`src/rtl/three_d_prefetcher.sv`:
```
//==============================================================================
// three_d_prefetcher : face-neighbour prefetch generator for a linear 3D grid.
// Optional macro PREFETCH_WRAP_EN selects toroidal (wrap-around) neighbours.
// Revision: 1.0
//==============================================================================
`default_nettype none

module three_d_prefetcher #(
   parameter int ADDR_WIDTH = 32,
   parameter int X_DIM      = 4,
   parameter int Y_DIM      = 4,
   parameter int Z_DIM      = 4
) (
   input  logic                  clock,
   input  logic                  reset,
   input  logic                  valid_i,
   input  logic [ADDR_WIDTH-1:0] address_i,
   output logic                  ready_o,
   output logic [ADDR_WIDTH-1:0] address_o
);

   // One extra bit so the grid size itself (up to 2**ADDR_WIDTH) is representable.
   localparam int CW = ADDR_WIDTH + 1;

   localparam logic [CW-1:0] XC    = CW'(X_DIM);
   localparam logic [CW-1:0] YC    = CW'(Y_DIM);
   localparam logic [CW-1:0] ZC    = CW'(Z_DIM);
   localparam logic [CW-1:0] XYC   = XC * YC;
   localparam logic [CW-1:0] GRIDC = XYC * ZC;
   localparam logic [CW-1:0] XMAX  = XC - CW'(1);
   localparam logic [CW-1:0] YMAX  = YC - CW'(1);
   localparam logic [CW-1:0] ZMAX  = ZC - CW'(1);

   // Neighbour offsets; modular ADDR_WIDTH arithmetic is exact for in-grid results.
   localparam logic [ADDR_WIDTH-1:0] STEP_X = ADDR_WIDTH'(1);
   localparam logic [ADDR_WIDTH-1:0] STEP_Y = ADDR_WIDTH'(XC);
   localparam logic [ADDR_WIDTH-1:0] STEP_Z = ADDR_WIDTH'(XYC);
   localparam logic [ADDR_WIDTH-1:0] SPAN_X = ADDR_WIDTH'(XMAX);
   localparam logic [ADDR_WIDTH-1:0] SPAN_Y = ADDR_WIDTH'(XC * YMAX);
   localparam logic [ADDR_WIDTH-1:0] SPAN_Z = ADDR_WIDTH'(XYC * ZMAX);

`ifdef PREFETCH_WRAP_EN
   localparam bit WRAP = 1'b1;
`else
   localparam bit WRAP = 1'b0;
`endif

   logic [ADDR_WIDTH-1:0] base_addr;
   logic [CW-1:0]         coord_x;
   logic [CW-1:0]         coord_y;
   logic [CW-1:0]         coord_z;
   logic [5:0]            mask;

   logic [CW-1:0]         addr_ext;
   logic [CW-1:0]         dec_x;
   logic [CW-1:0]         dec_y;
   logic [CW-1:0]         dec_z;
   logic                  in_grid;
   logic [5:0]            load_mask;
   logic [ADDR_WIDTH-1:0] cand;

   always_comb begin
      addr_ext = {1'b0, address_i};
      dec_x    = addr_ext % XC;
      dec_y    = (addr_ext / XC) % YC;
      dec_z    = addr_ext / XYC;
      in_grid  = (addr_ext < GRIDC);
      load_mask = 6'b000000;
      if (in_grid) begin
`ifdef PREFETCH_WRAP_EN
         load_mask = 6'b111111;
`else
         load_mask[0] = (dec_x != '0);
         load_mask[1] = (dec_x != XMAX);
         load_mask[2] = (dec_y != '0);
         load_mask[3] = (dec_y != YMAX);
         load_mask[4] = (dec_z != '0);
         load_mask[5] = (dec_z != ZMAX);
`endif
      end
   end

   // Candidate for the lowest pending direction; wrap terms only fire in toroidal mode.
   always_comb begin
      cand = base_addr;
      casez (mask)
         6'b?????1: cand = (WRAP && coord_x == '0)   ? base_addr + SPAN_X : base_addr - STEP_X;
         6'b????10: cand = (WRAP && coord_x == XMAX) ? base_addr - SPAN_X : base_addr + STEP_X;
         6'b???100: cand = (WRAP && coord_y == '0)   ? base_addr + SPAN_Y : base_addr - STEP_Y;
         6'b??1000: cand = (WRAP && coord_y == YMAX) ? base_addr - SPAN_Y : base_addr + STEP_Y;
         6'b?10000: cand = (WRAP && coord_z == '0)   ? base_addr + SPAN_Z : base_addr - STEP_Z;
         6'b100000: cand = (WRAP && coord_z == ZMAX) ? base_addr - SPAN_Z : base_addr + STEP_Z;
         default:   cand = base_addr;
      endcase
   end

   always_ff @(posedge clock) begin
      if (!reset) begin
         ready_o   <= 1'b0;
         address_o <= '0;
         mask      <= '0;
         base_addr <= '0;
         coord_x   <= '0;
         coord_y   <= '0;
         coord_z   <= '0;
      end else begin
         ready_o <= (mask != 6'b000000);
         if (mask != 6'b000000) begin
            address_o <= cand;
         end
         // A new request replaces whatever is left of the current sequence.
         if (valid_i) begin
            mask      <= load_mask;
            base_addr <= address_i;
            coord_x   <= dec_x;
            coord_y   <= dec_y;
            coord_z   <= dec_z;
         end else begin
            mask <= mask & (mask - 6'd1);
         end
      end
   end

endmodule

`default_nettype wire

```
`config.mk`:
```
export PLATFORM = sky130hd
export DESIGN_NAME = three_d_prefetcher
export DESIGN_NICKNAME = d
export VERILOG_FILES = /design/src/rtl/three_d_prefetcher.sv
export SDC_FILE = /design/constraint.sdc
export NUM_CORES = 1
export LEC_CHECK = 0
export BUFFER_PORTS_ARGS = -buffer_cell sky130_fd_sc_hd__buf_2
export CAP_MARGIN = 20
export CORE_MARGIN = 4
export CORE_UTILIZATION = 60
export DETAILED_ROUTE_END_ITERATION = 7
export PLACE_DENSITY = 0.81
export SETUP_SLACK_MARGIN = 0.15
export SYNTH_ARGS = -nofsm -noshare
export SYNTH_HDL_FRONTEND = slang
export SYNTH_SLANG_ARGS = --single-unit
export TNS_END_PERCENT = 10
```
`constraint.sdc`:
```
create_clock -name clock -period 5.3 [get_ports clock]
set_input_delay 0 -clock clock [delete_from_list [all_inputs] [get_ports clock]]
set_output_delay 0 -clock clock [all_outputs]
set_load 0.02 [all_outputs]
```
==> impl_metrics.yaml, run 1 <==
clock_network:
  cts_tree: "yes"
  cts.sink_count: 71
  cts_buffer_depth: 2
  h-tree-depth: 3
  cts-buffers-inserted: 9
  post_cts_buffers: 0
  clk_pin_slew_ns: 0.06
  clk_latency_ns: 0.36
  post_cts_resized: 0
  cts_root_buf: "clkbuf_16"
  postCtsHoldBufs: 35
job:
  maxCapViolCount: 0
timing:
  drv_slew: 0
  final-hold-violation-count: 0
  min_period_over_period: 0.8515
  grt_setup_unrepaired: "false"
  fin_skew_ns: 0.01090
  fin_setup_tns_ns: 0
  relSlewSlack: 0.2552
  period_minus_slack_ns: 4.513
  fmax_mhz: 221.6
  tightest_slew_ns: 1.110
  setup_viol_count_final: 0
place:
  hpwlAfterDp_microns: 16010
  gp_congestion: 0.9596
  place_area_sq_mm: 0.007632
  portBuffers: 67
pwr:
  powerDensity_mw_per_mm2: 236.2
  p_clk_frac: 0.346
  p_leak_nw: 3.794
  seqPwrFrac: 0.294
  p_switching_uw: 676.2
  internal_power_mw: 1.286
  combPwrFrac: 0.360
  power.total_mw: 1.962
  p_sw_frac: 0.3446
  ir_drop_mv: 0.2308
drt:
  drt-total-wl_microns: 22470
  via_per_inst: 6.559
  first_pass_iters: 8
  drc: 0
  drtAntennaViolNets: 0
  wl_per_cell_microns: 19.55
  vias: 7536
  drt_iter0_markers: 804
setup_path:
  crit_slowest_cell: "fa_1"
  r2r_slack_ns: 0.79
  reg2regPathDepth: 15
  r2r_end: "address_o[30]"
  path_class: "flop to flop"
  cpMostUsedCell: "a21oi_1"
  critPathLaunchType: "flop"
  cp_max_fo: 27
  critPathMaxStageDelay_ns: 0.59
  crit_chain: "or2_1, buf_4, nor2_1, nand2_1, fa_1, a211oi_1, o21a_1, o21ai_0, o21ai_0, o211ai_1, a21oi_1, a21oi_1, xor2_1, a221oi_1, a21oi_1"
  arrival_ns: 4.75
  cp-end-kind: "flop"
  required_ns: 5.54
  worstReg2RegStart: "mask[0]"
logic_synthesis:
  ys_seq_elements: 71
  synth-edff-count: 0
  seq_area_frac_synth: 0.1983
  syn_area_per_cell_sq_um: 7.904
  ys.flop_type: "dfxtp_1"
  ys_warn_count: 0
  mappedNetlistArea_sq_mm: 0.007169
  syn_inst: 907
  async_flop_share: 0
  synth_nets: 1033
  synth_cell_types: 77
cells_and_area:
  insertedDiodeCount: 0
  fin_util: 0.7183
  final_cell_mix: "a21oi_1, ha_1, nor2_1, nand2_1, dfxtp_1"
  fin_nets: 1127
  syn2layout_area_growth_pct: 15.86
  design_area_sq_mm: 0.008307
  final.fill_count: 906
  final_common_cell: "a21oi_1"
  drive_gt1_frac: 0.1113
floorplan:
  start_util: 0.6199
  die_x_microns: 117.3
  placement_rows: 39
  floorplan.die_area_sq_mm: 0.01376
  core-area_sq_mm: 0.01156
  io_pins: 68
  die-height_microns: 117.3
grt:
  busiest_layer: "met2"
  met3_usage: 0.07074
  grt_pass1_vias: 7072
  use_met2: 0.5253
  grt_max_degree: 55
  grtUsageTotal: 0.3184
  grt_antenna_before_repair: 0
  grt_pass1_wl_microns: 35730
  grt-ovfl-total: 0
  use_met1: 0.4091
hold_path:
  hold_end: "address_o[21]"
  whs_path_depth: 2
  hold_start: "reset"
  hp-class: "input pin to flop"
outcome:
  status: "finished, final reports clean"
synth_stat cells, drive strengths merged, types with 5 or more instances:
| cell | n | area [sq um] |
|---|---|---|
| xor2 | 27 | 236.5 |
| xnor2 | 47 | 411.6 |
| nand4 | 6 | 37.54 |
| o21a | 9 | 75.07 |
| a222oi | 13 | 130.1 |
| nor3 | 5 | 30.03 |
| nor2b | 11 | 68.82 |
| inv | 25 | 93.84 |
| and2 | 11 | 70.07 |
| clkbuf | 17 | 63.81 |
| nand2b | 6 | 37.54 |
| dfxtp | 71 | 1421 |
| a221oi | 10 | 93.84 |
| nor2 | 85 | 319.1 |
| a211oi | 12 | 100.1 |
| a21oi | 94 | 470.5 |
| nor4 | 6 | 37.54 |
| and3 | 6 | 37.54 |
| o21bai | 12 | 90.09 |
| mux2i | 33 | 330.3 |
| nand2 | 76 | 285.3 |
| a21o | 39 | 294.0 |
| or3 | 7 | 45.05 |
| a31oi | 12 | 81.33 |
| nand3 | 23 | 115.1 |
| o21ai | 71 | 355.3 |
| o211ai | 10 | 75.07 |
| buf | 11 | 63.81 |
| ha | 88 | 1101 |
power groups by stage:
| stage | registers (mW) | logic, mW | clock network [mW] |
|---|---|---|---|
| floorplan | 0.573 | 0.529 | 0 |
| global placement | 0.587 | 0.657 | 0 |
| detailed placement | 0.587 | 0.662 | 0 |
| CTS | 0.575 | 0.687 | 0.682 |
| global route | 0.577 | 0.775 | 0.704 |
| finish | 0.576 | 0.707 | 0.679 |
sequential cells by signal, indices dropped and copies added, names as in the netlist:
signal,cells
address_o,32
mask,6
base_addr,32
ready_o,1
kinds of logic after synthesis:
logic type | synth area share
multiplexers | 0.04607
adder cells (fa/ha/maj) | 0.1620
flip-flops | 0.1983
buffers and inverters | 0.03229
AND/OR/NAND/NOR | 0.1637
AO/OA/AOI/OAI | 0.3073
XOR/XNOR | 0.09040
final cells by class:
| type | instances | area [sq um] | share of cell area |
|---|---|---|---|
| Multi-Input combinational cell | 782 | 5528 | 0.6655 |
| Tap cell | 143 | 178.9 | 0.02154 |
| Clock buffer | 11 | 242.7 | 0.02922 |
| Sequential cell | 71 | 1421 | 0.1711 |
| Inverter | 25 | 93.84 | 0.01130 |
| Clock inverter | 5 | 81.33 | 0.009791 |
| Timing Repair Buffer | 112 | 760.7 | 0.09158 |
critical path: cells and delay by family, from the launching register on:
kind            cells  cell delay (ns)
compound gates      9             2.21
xor+xnor            1             0.15
fa+ha+maj           1             0.59
buf+inv             1             0.27
flops               1             0.37
simple gates        3             0.80
metrics by stage:
step	instances	hold WS [ns]	setup WS, ns
floorplan	907	0.1102	0.7931
global placement	1098	0.2458	1.042
detailed placement	1098	0.2410	0.9034
CTS	1149	0.02563	0.8588
global route	1149	0.04223	0.4744
finish	1149	0.03906	0.7869
layer usage:
layer  vias up  wire length (microns)
li1       3609                      -
met1      3492                   9419
met2       373                  10240
met3        62                   2092
met4         0                    718
met5         -                      0
how the worst max path moves through the flow:
stage | from | endpoint | slack (ns) | depth (start not counted)
after floorplan | mask[0] | address_o[31] | 0.79 | 18
after detailed placement | mask[0] | address_o[30] | 0.90 | 15
after global routing | mask[0] | address_o[30] | 0.47 | 15
after global placement | mask[0] | address_o[30] | 1.04 | 15
after CTS | mask[0] | address_o[30] | 0.86 | 15
final | mask[0] | address_o[30] | 0.79 | 15
Note: power is estimated with default switching activity, not from simulation.
==> inputs of run 2 (changes only) <==
--- a/config.mk
+++ b/config.mk
@@ -5,12 +5,11 @@
 export SDC_FILE = /design/constraint.sdc
 export NUM_CORES = 1
 export LEC_CHECK = 0
-export BUFFER_PORTS_ARGS = -buffer_cell sky130_fd_sc_hd__buf_2
 export CAP_MARGIN = 20
 export CORE_MARGIN = 4
-export CORE_UTILIZATION = 60
+export CORE_UTILIZATION = 41
 export DETAILED_ROUTE_END_ITERATION = 7
-export PLACE_DENSITY = 0.81
+export DONT_BUFFER_PORTS = 1
 export SETUP_SLACK_MARGIN = 0.15
 export SYNTH_ARGS = -nofsm -noshare
 export SYNTH_HDL_FRONTEND = slang
==> run 2 against run 1 <==
First-iteration DRC count down 32%. Total power down 2.4%. Clock-buffer cell count up 1. Sequential power about the same. Critical path depth unchanged. Setup slack worse by 0.17 ns. Clock power down 4.3%. Flip-flop and latch count unchanged. Global-route usage down 8.2 points. Register-to-register slack worse by 0.17 ns. Worst hold slack better by 0.023 ns. Clock skew down 0.0037 ns. Critical path type unchanged.
==> impl_metrics.yaml, run 2 (synthesis gave the netlist of run 1 again) <==
timing:
  fin_setup_tns_ns: 0
  setup_viol_count_final: 0
  fin_skew_ns: 0.007227
  hold_slack_ns: 0.06202
  finalWorstSetupSlack_ns: 0.6161
  tightest_slew_ns: 1.115
  drv_slew: 0
  relSlewSlack: 0.2497
  fmax_mhz: 213.5
  period_minus_slack_ns: 4.684
  min_period_over_period: 0.8837
  final-hold-violation-count: 0
  grt_setup_unrepaired: "false"
setup_path:
  crit_family: "compound AO/OA/AOI/OAI gates"
  required_ns: 5.50
  arrival_ns: 4.89
  path_class: "flop to flop"
  reg2regPathDepth: 15
  crit_slowest_cell: "o211ai_1"
  critPathLaunchType: "flop"
  crit_chain: "or2_1, or3_1, nor2_1, nand2_2, ha_1, nor2b_1, o21ai_0, a21oi_1, o211ai_1, a21boi_0, o211ai_1, o21ai_0, xor2_1, a221oi_1, a21oi_1"
  critPathMaxStageDelay_ns: 0.54
  worstReg2RegStart: "mask[0]"
  cp-end-kind: "flop"
  worst-path-buf-inv: 0
  r2r_end: "address_o[28]"
  cp_max_fo: 14
  r2r_slack_ns: 0.62
grt:
  grt_max_degree: 54
  grt_antenna_before_repair: 0
  grt-ovfl-total: 0
  grt_pass1_vias: 6666
  grt_pass1_wl_microns: 37200
  grtUsageTotal: 0.2366
place:
  dp.cells: 1112
  post-place-ws_ns: 0.5479
  hpwlAfterDp_microns: 17040
  place_area_sq_mm: 0.007392
  gp_congestion: 0.9441
  portBuffers: 0
drt:
  via_per_inst: 6.049
  wl_met3_microns: 1494
  drtAntennaViolNets: 0
  drt_iter0_markers: 547
  wl_per_cell_microns: 19.96
  top_layer: "met4"
  first_pass_iters: 5
  drc: 0
  drt-total-wl_microns: 23290
  drt-met1-wl_microns: 10990
  vias: 7059
  wl_met2_microns: 10560
pwr:
  powerDensity_mw_per_mm2: 236.2
  power.total_mw: 1.916
  p_leak_nw: 3.491
  ir_drop_mv: 0.1773
cells_and_area:
  final_cell_mix: "a21oi_1, ha_1, nor2_1, nand2_1, dfxtp_1"
  reg.largest.list: "address_o: 32 flops, base_addr: 32 flops, mask: 6 flops"
  final.fill_count: 1675
  design_area_sq_mm: 0.008113
  insertedDiodeCount: 0
  finalNonFillerCells: 1167
  fin_util: 0.4707
  final_common_cell: "a21oi_1"
  syn2layout_area_growth_pct: 13.16
  drive_gt1_frac: 0.04883
  fin_nets: 1063
clock_network:
  cts.sink_count: 71
  cts_buffer_depth: 2
  clk_latency_ns: 0.35
  clk_pin_slew_ns: 0.06
  cts_tree: "yes"
  cts_root_buf: "clkbuf_16"
  cts-buffers-inserted: 9
  h-tree-depth: 3
floorplan:
  floorplan.die_area_sq_mm: 0.01967
  core-area_sq_mm: 0.01724
  placement_rows: 48
  die-height_microns: 140.2
  die_x_microns: 140.2
  start_util: 0.4159
  io_pins: 68
hold_path:
  hold_start: "reset"
  whs_path_depth: 4
  hp-class: "input pin to flop"
  hold_end: "mask[3]"
job:
  maxCapViolCount: 0
outcome:
  status: "finished, final reports clean"
==> run 2: timing repair <==
action	CTS	global route
hold endpoints to repair	50	0
resized for setup	0	1
setup endpoints to repair	0	1
hold buffers	39	0
setup buffers	0	0
==> run 2: worst max path at each step <==
| stage | start | slack (ns) | to | depth (start not counted) |
|---|---|---|---|---|
| 6_report | mask[0] | 0.62 | address_o[28] | 15 |
| 5_1_grt | mask[0] | 0.30 | address_o[30] | 15 |
| 4_1_cts | mask[0] | 0.51 | address_o[28] | 15 |
| 3_5_place_dp | mask[0] | 0.55 | address_o[28] | 15 |
| 3_3_place_gp | mask[0] | 0.66 | address_o[28] | 15 |
| 2_1_floorplan | mask[0] | 0.79 | address_o[31] | 18 |
==> run 2: final cells by class <==
cell class	count	area [sq um]	share of cell area
clock inverters	4	53.80	0.006632
flip-flops and latches	71	1421	0.1752
clock buffers	12	256.5	0.03162
inverters	25	93.84	0.01157
well taps	225	281.5	0.03470
multi-input cells	782	5530	0.6817
repair buffers	48	475.5	0.05861
==> run 2: worst register-to-register path: stages, from the launching register on <==
cell and delay, ns:
dfxtp_1 0.38, or2_1 0.27, or3_1 0.46, nor2_1 0.28
nand2_2 0.28, ha_1 0.43, nor2b_1 0.15, o21ai_0 0.28
a21oi_1 0.16, o211ai_1 0.27, a21boi_0 0.22, o211ai_1 0.54
o21ai_0 0.24, xor2_1 0.18, a221oi_1 0.30, a21oi_1 0.10
==> run 2: where the power goes <==
group	internal, mW	switching (mW)
Combinational	0.306	0.385
Clock	0.392	0.258
Sequential	0.548	0.0273
Total	1.25	0.670
==> run 2: routing by layer <==
layer,vias to the layer above,global-route usage
li1,3475,-
met4,0,0.04539
met1,3330,0.3317
met5,-,0
met2,234,0.3818
met3,20,0.04438
==> inputs of run 3 (changes only) <==
--- a/config.mk
+++ b/config.mk
@@ -5,6 +5,7 @@
 export SDC_FILE = /design/constraint.sdc
 export NUM_CORES = 1
 export LEC_CHECK = 0
+export ABC_AREA = 1
 export CAP_MARGIN = 20
 export CORE_MARGIN = 4
 export CORE_UTILIZATION = 41
==> run 3 against run 2 <==
Total power is 21% higher. Register-to-register slack better by 0.62 ns. Area after synthesis increased by 32%. Critical endpoint is now address_o[25].
==> impl_metrics.yaml, run 3 <==
place:
  gp_congestion: 0.9702
  hpwlAfterDp_microns: 27020
  dp.cells: 2024
  place_area_sq_mm: 0.009729
  portBuffers: 0
floorplan:
  io_pins: 68
  die_x_microns: 160.1
  core-area_sq_mm: 0.02271
  placement_rows: 55
  start_util: 0.4174
  floorplan.die_area_sq_mm: 0.02562
  die-height_microns: 160.1
timing:
  fin_setup_tns_ns: 0
  final-hold-violation-count: 0
  relSlewSlack: 0.1960
  fmax_mhz: 246.3
  tightest_slew_ns: 1.195
  min_period_over_period: 0.7660
  setup_viol_count_final: 0
  hold_slack_ns: 0.1030
  period_minus_slack_ns: 4.060
  fin_skew_ns: 0.008924
  grt_setup_unrepaired: "false"
  drv_slew: 0
setup_path:
  crit_chain: "nor2_2, inv_2, nor2_1, nand2_1, buf_16, ha_1, nand2_1, nor2_1, nand2_1, nand3_1, nand2_1, nand3_1, nand2_1, nand3_1, nand4_1, nand2_1, dlygate4sd3_1, inv_1"
  cp_max_fo: 27
  crit_slowest_cell: "dlygate4sd3_1"
  critPathMaxStageDelay_ns: 0.54
  cp-end-kind: "flop"
  arrival_ns: 4.31
  required_ns: 5.55
  critPathLaunchType: "flop"
  cpMostUsedCell: "nand2_1"
  path_class: "flop to flop"
drt:
  wl_met3_microns: 2143
  via_per_inst: 5.237
  drt_iter0_markers: 817
  drt-total-wl_microns: 33650
  wl_met2_microns: 14740
  vias: 10900
  drt-met1-wl_microns: 15650
  top_layer: "met4"
  drtAntennaViolNets: 0
  drc: 0
  first_pass_iters: 8
  wl_per_cell_microns: 16.16
cells_and_area:
  final_cell_mix: "nand2_1, inv_1, nor2_1, nand3_1, a21oi_1"
  insertedDiodeCount: 0
  final_common_cell: "nand2_1"
  finalNonFillerCells: 2082
  regArea_sq_mm: 0.001421
  drive_gt1_frac: 0.04897
  final.fill_count: 2526
  multi_input_area_sq_mm: 0.006795
  fin_nets: 1918
  design_area_sq_mm: 0.01054
  syn2layout_area_growth_pct: 11.21
  reg.largest.list: "address_o: 32 flops, base_addr: 32 flops, mask: 6 flops"
clock_network:
  cts_root_buf: "clkbuf_16"
  clk_pin_slew_ns: 0.06
  cts_buffer_depth: 2
  h-tree-depth: 3
  cts.sink_count: 71
  cts-buffers-inserted: 9
  post_cts_buffers: 0
  cts_tree: "yes"
  clk_latency_ns: 0.35
outcome:
  status: "finished, final reports clean"
pwr:
  p_leak_nw: 5.858
  powerDensity_mw_per_mm2: 220.2
  ir_drop_mv: 0.1194
logic_synthesis:
  synth_top_area_cell: "nand2_1"
  yosysMostFrequentCell: "nand2_1"
  syn_area_per_cell_sq_um: 5.377
  ys_seq_elements: 71
  seq_area_frac_synth: 0.1499
  synth.area.top_cells: "nand2_1, dfxtp_1, ha_1"
  async_flop_share: 0
  ys_warn_count: 0
  netlist.area_leader.share: 0.2439
  synth_nets: 1889
  mappedNetlistArea_sq_mm: 0.009479
  ys.flop_type: "dfxtp_1"
  synth-edff-count: 0
  synthTopCellsByCount: "nand2_1, inv_1, nor2_1, nand3_1, a21oi_1"
  syn_inst: 1763
  synth_cell_types: 47
grt:
  grt_pass1_wl_microns: 51720
  grt_antenna_before_repair: 0
  grtUsageTotal: 0.2548
  grt_pass1_vias: 10010
  grt-ovfl-total: 0
  grt_max_degree: 48
hold_path:
  hp-class: "input pin to flop"
job:
  maxCapViolCount: 0
-- run 3: cell count changes after synthesis, moves of 33 or more --
cell and change:
a21o_1 -36, inv_1 +266, mux2i_1 -33, nand2_1 +540, nand3_1 +99, nor2_1 +128, xnor2_1 -45
-- run 3: critical path, delay by kind of cell (launching register included) --
family / cells / cell delay [ns]
adder cells (fa/ha/maj): 1 / 0.37
buffers and inverters: 4 / 1.21
flip-flops: 1 / 0.33
AND/OR/NAND/NOR: 13 / 2.06
-- run 3: cell type report --
cell class / instances / area share
clock buffers: 11 / 0.02303
multi-input cells: 1363 / 0.6446
well taps: 285 / 0.03383
repair buffers: 45 / 0.04843
clock inverters: 5 / 0.007715
flip-flops and latches: 71 / 0.1348
inverters: 302 / 0.1075
-- run 3: kinds of logic (layout without fill, tap and decap cells) --
logic type | count (synthesis) | count (layout) | synth area share
buffers and inverters | 329 | 363 | 0.1332
xor gates and xnor gates | 6 | 6 | 0.005544
and+or+nand+nor | 1047 | 1047 | 0.4628
DFF | 71 | 71 | 0.1499
adders and majority gates | 91 | 91 | 0.1225
AOI/OAI and AO/OA | 219 | 219 | 0.1261
-- run 3: report_power, final --
group / leakage (nW) / switching, mW / internal [mW]
Combinational: 5.12 / 0.667 / 0.335
Clock: 0.156 / 0.267 / 0.426
Sequential: 0.583 / 0.0639 / 0.563
-- run 3: path summary, 6_finish.rpt --
check	start	endpoint	slack, ns	cells after the start
worst max-delay path	mask[0]	address_o[25]	1.24	18
worst min-delay path	address_i[15]	mask[5]	0.10	5
worst max register to register	mask[0]	address_o[25]	1.24	18
worst min register to register	base_addr[0]	base_addr[0]	0.50	2
-- run 3: repair_timing --
action	in CTS	in global routing
hold buffers	38	0
endpoints found under the hold margin	57	0
resized for setup	0	0
-- run 3: routing by layer --
metal,GRT usage,vias up
li1,-,5626
met1,0.3411,4904
met2,0.4183,301
met3,0.04052,72
met4,0.08526,0
met5,0,-
-- run 3: stage by stage --
step / setup slack, ns / utilization / power (mW)
finish: 1.240 / 0.4642 / 2.321
global route: 0.8960 / 0.4642 / 2.486
CTS: 0.6775 / 0.4599 / 2.307
detailed placement: 1.144 / 0.4284 / 1.581
global placement: 1.206 / 0.4284 / 1.572
floorplan: 2.498 / - / 1.356
